File: src/rtl/alu_exec_unit.sv
// Iterative execute-stage ALU: single-cycle logic/arith, bit-serial shifts, shift-add MUL/MULH.
// Optional multiplier enabled by defining ALU_EXEC_MUL_EN.
module alu_exec_unit #(
    parameter int unsigned WIDTH = 32,
    parameter int unsigned SHW   = $clog2(WIDTH)
) (
    input  logic             clk,
    input  logic             rst_n,
    input  logic             in_valid,
    output logic             in_ready,
    input  logic [3:0]       ALUControl,
    input  logic [WIDTH-1:0] SrcA,
    input  logic [WIDTH-1:0] SrcB,
    output logic             out_valid,
    input  logic             out_ready,
    output logic [WIDTH-1:0] ALUResult,
    output logic             Zero,
    output logic             Illegal
);

    localparam logic [3:0] OP_ADD  = 4'b0000;
    localparam logic [3:0] OP_SUB  = 4'b0001;
    localparam logic [3:0] OP_AND  = 4'b0010;
    localparam logic [3:0] OP_OR   = 4'b0011;
    localparam logic [3:0] OP_XOR  = 4'b0100;
    localparam logic [3:0] OP_SLT  = 4'b0101;
    localparam logic [3:0] OP_SLTU = 4'b0110;
    localparam logic [3:0] OP_SLL  = 4'b1010;
    localparam logic [3:0] OP_SRL  = 4'b1100;
    localparam logic [3:0] OP_SRA  = 4'b1011;
`ifdef ALU_EXEC_MUL_EN
    localparam logic [3:0] OP_MUL  = 4'b1000;
    localparam logic [3:0] OP_MULH = 4'b1001;

    typedef enum logic [2:0] {S_IDLE, S_SHIFT, S_MUL, S_FIX, S_DONE} state_t;
`else
    typedef enum logic [2:0] {S_IDLE, S_SHIFT, S_DONE} state_t;
`endif

    state_t           state, state_d;
    logic [3:0]       op, op_d;
    logic [WIDTH-1:0] shreg, shreg_d;
    logic [SHW-1:0]   cnt, cnt_d;
    logic [WIDTH-1:0] result_d;
    logic             zero_d, illegal_d, out_valid_d, in_ready_d;

    logic [WIDTH-1:0] simple_res;
    logic             is_shift, is_illegal;
    logic [SHW-1:0]   sh_amt;
    logic [WIDTH-1:0] sh_next;
    logic             load_res, illegal_val;
    logic [WIDTH-1:0] res_val;
    logic             accept;

`ifdef ALU_EXEC_MUL_EN
    logic                 is_mul;
    logic [WIDTH-1:0]     mcand, mcand_d;
    logic [2*WIDTH-1:0]   prod, prod_d, prod_fix;
    logic                 sgn, sgn_d;
    logic [WIDTH:0]       mul_sum;
`endif

    assign accept = in_valid && in_ready;
    assign sh_amt = SrcB[SHW-1:0];

    // Decode the offered operation; unlisted codes (and X/Z) fall to illegal.
    always_comb begin
        simple_res = '0;
        is_shift   = 1'b0;
        is_illegal = 1'b0;
`ifdef ALU_EXEC_MUL_EN
        is_mul     = 1'b0;
`endif
        case (ALUControl)
            OP_ADD:  simple_res = SrcA + SrcB;
            OP_SUB:  simple_res = SrcA - SrcB;
            OP_AND:  simple_res = SrcA & SrcB;
            OP_OR:   simple_res = SrcA | SrcB;
            OP_XOR:  simple_res = SrcA ^ SrcB;
            OP_SLT:  simple_res = {{(WIDTH-1){1'b0}}, ($signed(SrcA) < $signed(SrcB))};
            OP_SLTU: simple_res = {{(WIDTH-1){1'b0}}, (SrcA < SrcB)};
            OP_SLL, OP_SRL, OP_SRA: is_shift = 1'b1;
`ifdef ALU_EXEC_MUL_EN
            OP_MUL, OP_MULH: is_mul = 1'b1;
`endif
            default: is_illegal = 1'b1;
        endcase
    end

    // One-bit shift step; SRA replicates the MSB, which still holds SrcA's sign.
    always_comb begin
        case (op)
            OP_SLL:  sh_next = {shreg[WIDTH-2:0], 1'b0};
            OP_SRL:  sh_next = {1'b0, shreg[WIDTH-1:1]};
            default: sh_next = {shreg[WIDTH-1], shreg[WIDTH-1:1]};
        endcase
    end

`ifdef ALU_EXEC_MUL_EN
    // Shift-add step on {hi, multiplier}: add multiplicand into hi when lsb set, then shift right.
    always_comb begin
        mul_sum  = {1'b0, prod[2*WIDTH-1:WIDTH]} + (prod[0] ? {1'b0, mcand} : {(WIDTH+1){1'b0}});
        prod_fix = sgn ? (~prod + (2*WIDTH)'(1)) : prod;
    end
`endif

    // Next-state and next-output logic.
    always_comb begin
        state_d     = state;
        op_d        = op;
        shreg_d     = shreg;
        cnt_d       = cnt;
        result_d    = ALUResult;
        zero_d      = Zero;
        illegal_d   = Illegal;
        out_valid_d = out_valid;
        load_res    = 1'b0;
        res_val     = '0;
        illegal_val = 1'b0;
`ifdef ALU_EXEC_MUL_EN
        mcand_d     = mcand;
        prod_d      = prod;
        sgn_d       = sgn;
`endif
        case (state)
            S_IDLE: begin
                if (accept) begin
                    op_d = ALUControl;
                    if (is_shift) begin
                        if (sh_amt == '0) begin
                            load_res = 1'b1;
                            res_val  = SrcA;
                        end else begin
                            shreg_d = SrcA;
                            cnt_d   = sh_amt;
                            state_d = S_SHIFT;
                        end
`ifdef ALU_EXEC_MUL_EN
                    end else if (is_mul) begin
                        mcand_d = SrcA[WIDTH-1] ? (~SrcA + WIDTH'(1)) : SrcA;
                        prod_d  = {{WIDTH{1'b0}}, (SrcB[WIDTH-1] ? (~SrcB + WIDTH'(1)) : SrcB)};
                        sgn_d   = SrcA[WIDTH-1] ^ SrcB[WIDTH-1];
                        cnt_d   = SHW'(WIDTH-1);
                        state_d = S_MUL;
`endif
                    end else begin
                        load_res    = 1'b1;
                        res_val     = simple_res;
                        illegal_val = is_illegal;
                    end
                end
            end
            S_SHIFT: begin
                shreg_d = sh_next;
                cnt_d   = cnt - SHW'(1);
                if (cnt == SHW'(1)) begin
                    load_res = 1'b1;
                    res_val  = sh_next;
                end
            end
`ifdef ALU_EXEC_MUL_EN
            S_MUL: begin
                prod_d = {mul_sum, prod[WIDTH-1:1]};
                cnt_d  = cnt - SHW'(1);
                if (cnt == '0) begin
                    state_d = S_FIX;
                end
            end
            S_FIX: begin
                load_res = 1'b1;
                res_val  = (op == OP_MULH) ? prod_fix[2*WIDTH-1:WIDTH] : prod_fix[WIDTH-1:0];
            end
`endif
            S_DONE: begin
                if (out_ready) begin
                    out_valid_d = 1'b0;
                    state_d     = S_IDLE;
                end
            end
            default: state_d = S_IDLE;
        endcase
        if (load_res) begin
            result_d    = res_val;
            zero_d      = (res_val == '0);
            illegal_d   = illegal_val;
            out_valid_d = 1'b1;
            state_d     = S_DONE;
        end
        in_ready_d = (state_d == S_IDLE);
    end

    // State and output registers with synchronous active-low reset.
    always_ff @(posedge clk) begin
        if (!rst_n) begin
            state     <= S_IDLE;
            op        <= '0;
            shreg     <= '0;
            cnt       <= '0;
            ALUResult <= '0;
            Zero      <= 1'b0;
            Illegal   <= 1'b0;
            out_valid <= 1'b0;
            in_ready  <= 1'b0;
`ifdef ALU_EXEC_MUL_EN
            mcand     <= '0;
            prod      <= '0;
            sgn       <= 1'b0;
`endif
        end else begin
            state     <= state_d;
            op        <= op_d;
            shreg     <= shreg_d;
            cnt       <= cnt_d;
            ALUResult <= result_d;
            Zero      <= zero_d;
            Illegal   <= illegal_d;
            out_valid <= out_valid_d;
            in_ready  <= in_ready_d;
`ifdef ALU_EXEC_MUL_EN
            mcand     <= mcand_d;
            prod      <= prod_d;
            sgn       <= sgn_d;
`endif
        end
    end

endmodule

File: config.mk
export PLATFORM = sky130hd
export DESIGN_NAME = alu_exec_unit
export DESIGN_NICKNAME = d
export VERILOG_FILES = /design/src/rtl/alu_exec_unit.sv
export SDC_FILE = /design/constraint.sdc
export NUM_CORES = 1
export LEC_CHECK = 0
export CAP_MARGIN = 20
export CELL_PAD_IN_SITES_DETAIL_PLACEMENT = 0
export CELL_PAD_IN_SITES_GLOBAL_PLACEMENT = 1
export CORE_ASPECT_RATIO = 0.6
export CORE_MARGIN = 5
export CORE_UTILIZATION = 41
export CTS_BUF_LIST = sky130_fd_sc_hd__clkbuf_2 sky130_fd_sc_hd__clkbuf_4 sky130_fd_sc_hd__clkbuf_8
export CTS_CLUSTER_SIZE = 10
export DETAILED_ROUTE_END_ITERATION = 10
export GPL_TIMING_DRIVEN = 0
export PLACE_DENSITY_LB_ADDON = 0.1
export REMOVE_ABC_BUFFERS = 1
export SYNTH_ARGS = -nofsm -noshare
export SYNTH_HDL_FRONTEND = slang
export SYNTH_SLANG_ARGS = --single-unit
File: constraint.sdc
create_clock -name clk -period 7.1 [get_ports clk]
set_input_delay 1.42 -clock clk [delete_from_list [all_inputs] [get_ports clk]]
set_output_delay 1.42 -clock clk [all_outputs]
set_load 0.01 [all_outputs]
==> results.py <==
metrics = {
    "sta": {
        "min_period_over_period_pct": 94.6,
        "setup-violations-final": 0,
        "postLayoutSetupSlackWorst_ps": 382,
        "fin_crit_ps": 6720,
        "grt_setup_unrepaired": "false",
        "relSlewSlack_pct": 22.2,
        "hold_violations": 0,
        "final_max_slew_viol_count": 0,
        "fmax_ghz": 0.149,
        "tightest_slew_ps": 1160,
        "tns_ps": 0,
        "holdWs_ps": 458,
        "skew_ps": 12.6,
    },
    "final_layout": {
        "area_growth_pct": 17.6,
        "n_fill_cell": 2380,
        "drive_gt1_share_pct": 6.26,
        "nets": 1606,
        "multi_input_area_um2": 7490,
        "fin_util_pct": 49.4,
        "regArea_um2": 1600,
        "diodes": 0,
        "fin_cells": 1737,
    },
    "min_path": {
        "min_path_type": "reg2reg",
        "hold_path_startpoint": "ALUResult[9]",
    },
    "clock_network": {
        "cts_root_buf": "clkbuf_8",
        "holdBufCountCts": 0,
        "cts_buffer_depth": 2,
        "cts_tree": "built",
        "numCtsBuffers": 9,
        "clkSlewWorstSetupHoldPaths_ps": 110,
        "cts_setup_buffers": 0,
        "clock_sinks": 80,
        "htreeDepth": 3,
        "worst_skew_pair.late_latency_ps": 440,
    },
    "global_routing": {
        "grt_antenna_before_repair": 0,
        "grt_pass1_vias": 10200,
        "grt_pass1_wl_um": 64000,
        "grt.total_usage_pct": 30.7,
        "grt_overflow": 0,
        "grt_max_degree": 39,
    },
    "yosys": {
        "synth_xor_area_share_pct": 1.70,
        "ys_seq_area_share_pct": 16.4,
        "synth.top_cell.area_share_pct": 16.4,
        "yosysTopAreaCell": "dfxtp_1",
        "ys_warn_count": 0,
        "synth_area_um2": 9790,
        "synth_top_family_by_area": "compound AO/OA/AOI/OAI gates",
        "synth_compound_area_share_pct": 35.3,
        "synthMuxAreaShare_pct": 3.60,
        "synth-edff-count": 0,
        "synth-seq-cells": 80,
        "yosysMostFrequentCell": "nor2_1",
        "synthFlopType": "dfxtp_1",
        "synth_area_leaders": "dfxtp_1 (16%), ha_1 (15%), a21oi_1 (7.3%), a211oi_1 (5.6%), nor2_1 (5.6%)",
        "syn_area_per_cell_um2": 7.14,
        "yosys.area_share.simple_pct": 20.0,
        "synthTopCellsByCount": "nor2_1 (146), a21oi_1 (143), ha_1 (115)",
        "async_reset_ff_share_pct": 0,
        "synthAdderAreaFrac_pct": 15.1,
        "synth_cell_types": 94,
        "netlist_instances": 1371,
    },
    "critical_path": {
        "path_buf_inv": 3,
        "rr_startpoint": "op[0]",
        "crit_slowest_cell": "clkdlybuf4s50_1",
        "critPathLaunch": "ALUControl[2]",
        "worstPathCellList": "clkdlybuf4s50_1 -> nor2b_4 -> buf_16 -> o21ai_4 -> o21ai_2 -> buf_8 -> nor3_1 -> mux2_1 -> a211oi_1 -> nand4_1 -> nor3_1 -> nand4_1 -> nand4b_1 -> o31ai_2",
        "end_kind": "register",
        "cp-start-kind": "input pin",
        "path_max_fanout": 24,
        "cp_data_arrival_time_ps": 7090,
        "critPathTopFamily": "compound AO/OA/AOI/OAI gates",
        "crit_type": "in2reg",
        "slowest_delay_ps": 1010,
        "critPathRequiredTime_ps": 7470,
    },
    "power": {
        "power.density_nw_per_um2": 133,
        "power.leakage_nw": 4.54,
        "peakVddDrop_mv": 0.109,
    },
    "detailed_routing": {
        "vias": 11000,
        "viasPerCell": 6.35,
        "drtPass1Iterations": 5,
        "routed_wl_um": 42800,
        "drcViolationCount": 0,
        "wl_per_cell_um": 24.6,
        "ant_nets": 0,
        "drtIter0Drc": 1424,
    },
    "floorplanning": {
        "core_area_um2": 23300,
        "start_util_pct": 42.0,
        "rows": 43,
        "die_w_um": 209,
        "die-area_um2": 27200,
        "die_h_um": 130,
        "io_pins": 108,
    },
    "place": {
        "port_buffers": 107,
        "gp_congestion": 0.939,
        "place_hpwl_um": 33500,
        "pre_cts_ws_ps": -142,
        "placed_cells_incl_taps": 1721,
    },
    "status": {
        "status": "finished clean",
    },
    "job": {
        "maxCapViolations": 0,
    },
}
==> logic make-up after synthesis <==
logic type | count (synthesis)
flops | 80
mux | 35
simple gates | 412
xor+xnor | 19
buf+inv | 198
other cells | 1
compound gates | 509
fa+ha+maj | 117
==> worst register-to-register path, cell delays in order, from the launching register on <==
cell,delay (ps)
dfxtp_1,370
nor4bb_4,780
buf_6,290
mux2i_1,820
a41oi_1,390
nor4b_1,520
and4_1,290
nand4_1,90
nor3_1,370
nand4_1,190
nand4b_1,370
o31ai_2,300
==> layer usage <==
| metal | GRT usage (%) | up-vias | part of all wire (%) |
|---|---|---|---|
| li1 | - | 5130 | - |
| met1 | 47.7 | 5292 | 49 |
| met2 | 40.9 | 581 | 38 |
| met3 | 9.85 | 26 | 12 |
| met4 | 5.44 | 0 | 1.0 |
| met5 | 0 | - | 0 |
==> what timing repair did <==
action / CTS / global route
gates resized for setup: 0 / 1
endpoints found under the setup margin: 0 / 1
endpoints found under the hold margin: 0 / 0
==> state kept, by name, summed over array words and instances (netlist names) <==
register   cells
state          3
cnt            5
Illegal        1
op             4
in_ready       1
shreg         32
ALUResult     32
Zero           1
out_valid      1
==> stage by stage <==
| step | total power (W) | area, um2 |
|---|---|---|
| 3_3_place_gp | 0.00107 | 10900 |
| 4_1_cts | 0.00152 | 11500 |
| 5_1_grt | 0.00160 | 11500 |
| 3_5_place_dp | 0.00108 | 11300 |
| 2_1_floorplan | 0.000842 | 9410 |
| 6_report | 0.00153 | 11500 |
==> final timing paths <==
path,slack (ps),depth (start not counted),to
setup reg to reg,2250,11,Zero
setup / recovery,380,14,Zero
hold / removal,460,2,ALUResult[9]
hold reg to reg,460,2,ALUResult[9]
==> cells in the final DEF, fill, tap and decap left out, types with 10 or more instances in the layout <==
master / n
nor4_1: 14
a221oi_1: 13
nor3_1: 27
nand2b_1: 16
nand3_1: 15
o211ai_1: 16
dfxtp_1: 80
o31ai_1: 10
nor2b_1: 11
a211oi_1: 73
o21ai_0: 72
nand2_1: 114
o22ai_1: 13
buf_8: 10
a31oi_1: 13
mux2i_1: 33
nand4_1: 13
o21bai_1: 11
clkdlybuf4s50_1: 106
ha_1: 115
inv_1: 92
nor2_1: 144
a21o_1: 20
a21oi_1: 142
inv_2: 12
o221ai_1: 16
xnor2_1: 16
==> report_power, final <==
group,switching (W),internal [W],total (W)
sequential,0.00000868,0.000460,0.000469
combinational,0.000395,0.000229,0.000624
clock,0.000227,0.000206,0.000433
==> cell type report <==
cell class / instances / share of cell area, %
clock inverters: 7 / 0.945
flip-flops and latches: 80 / 13.9
repair buffers: 129 / 12.2
inverters: 104 / 3.39
multi-input cells: 1093 / 65.0
clock buffers: 9 / 1.08
well taps: 315 / 3.42
Power figures use the tool's default switching activity.
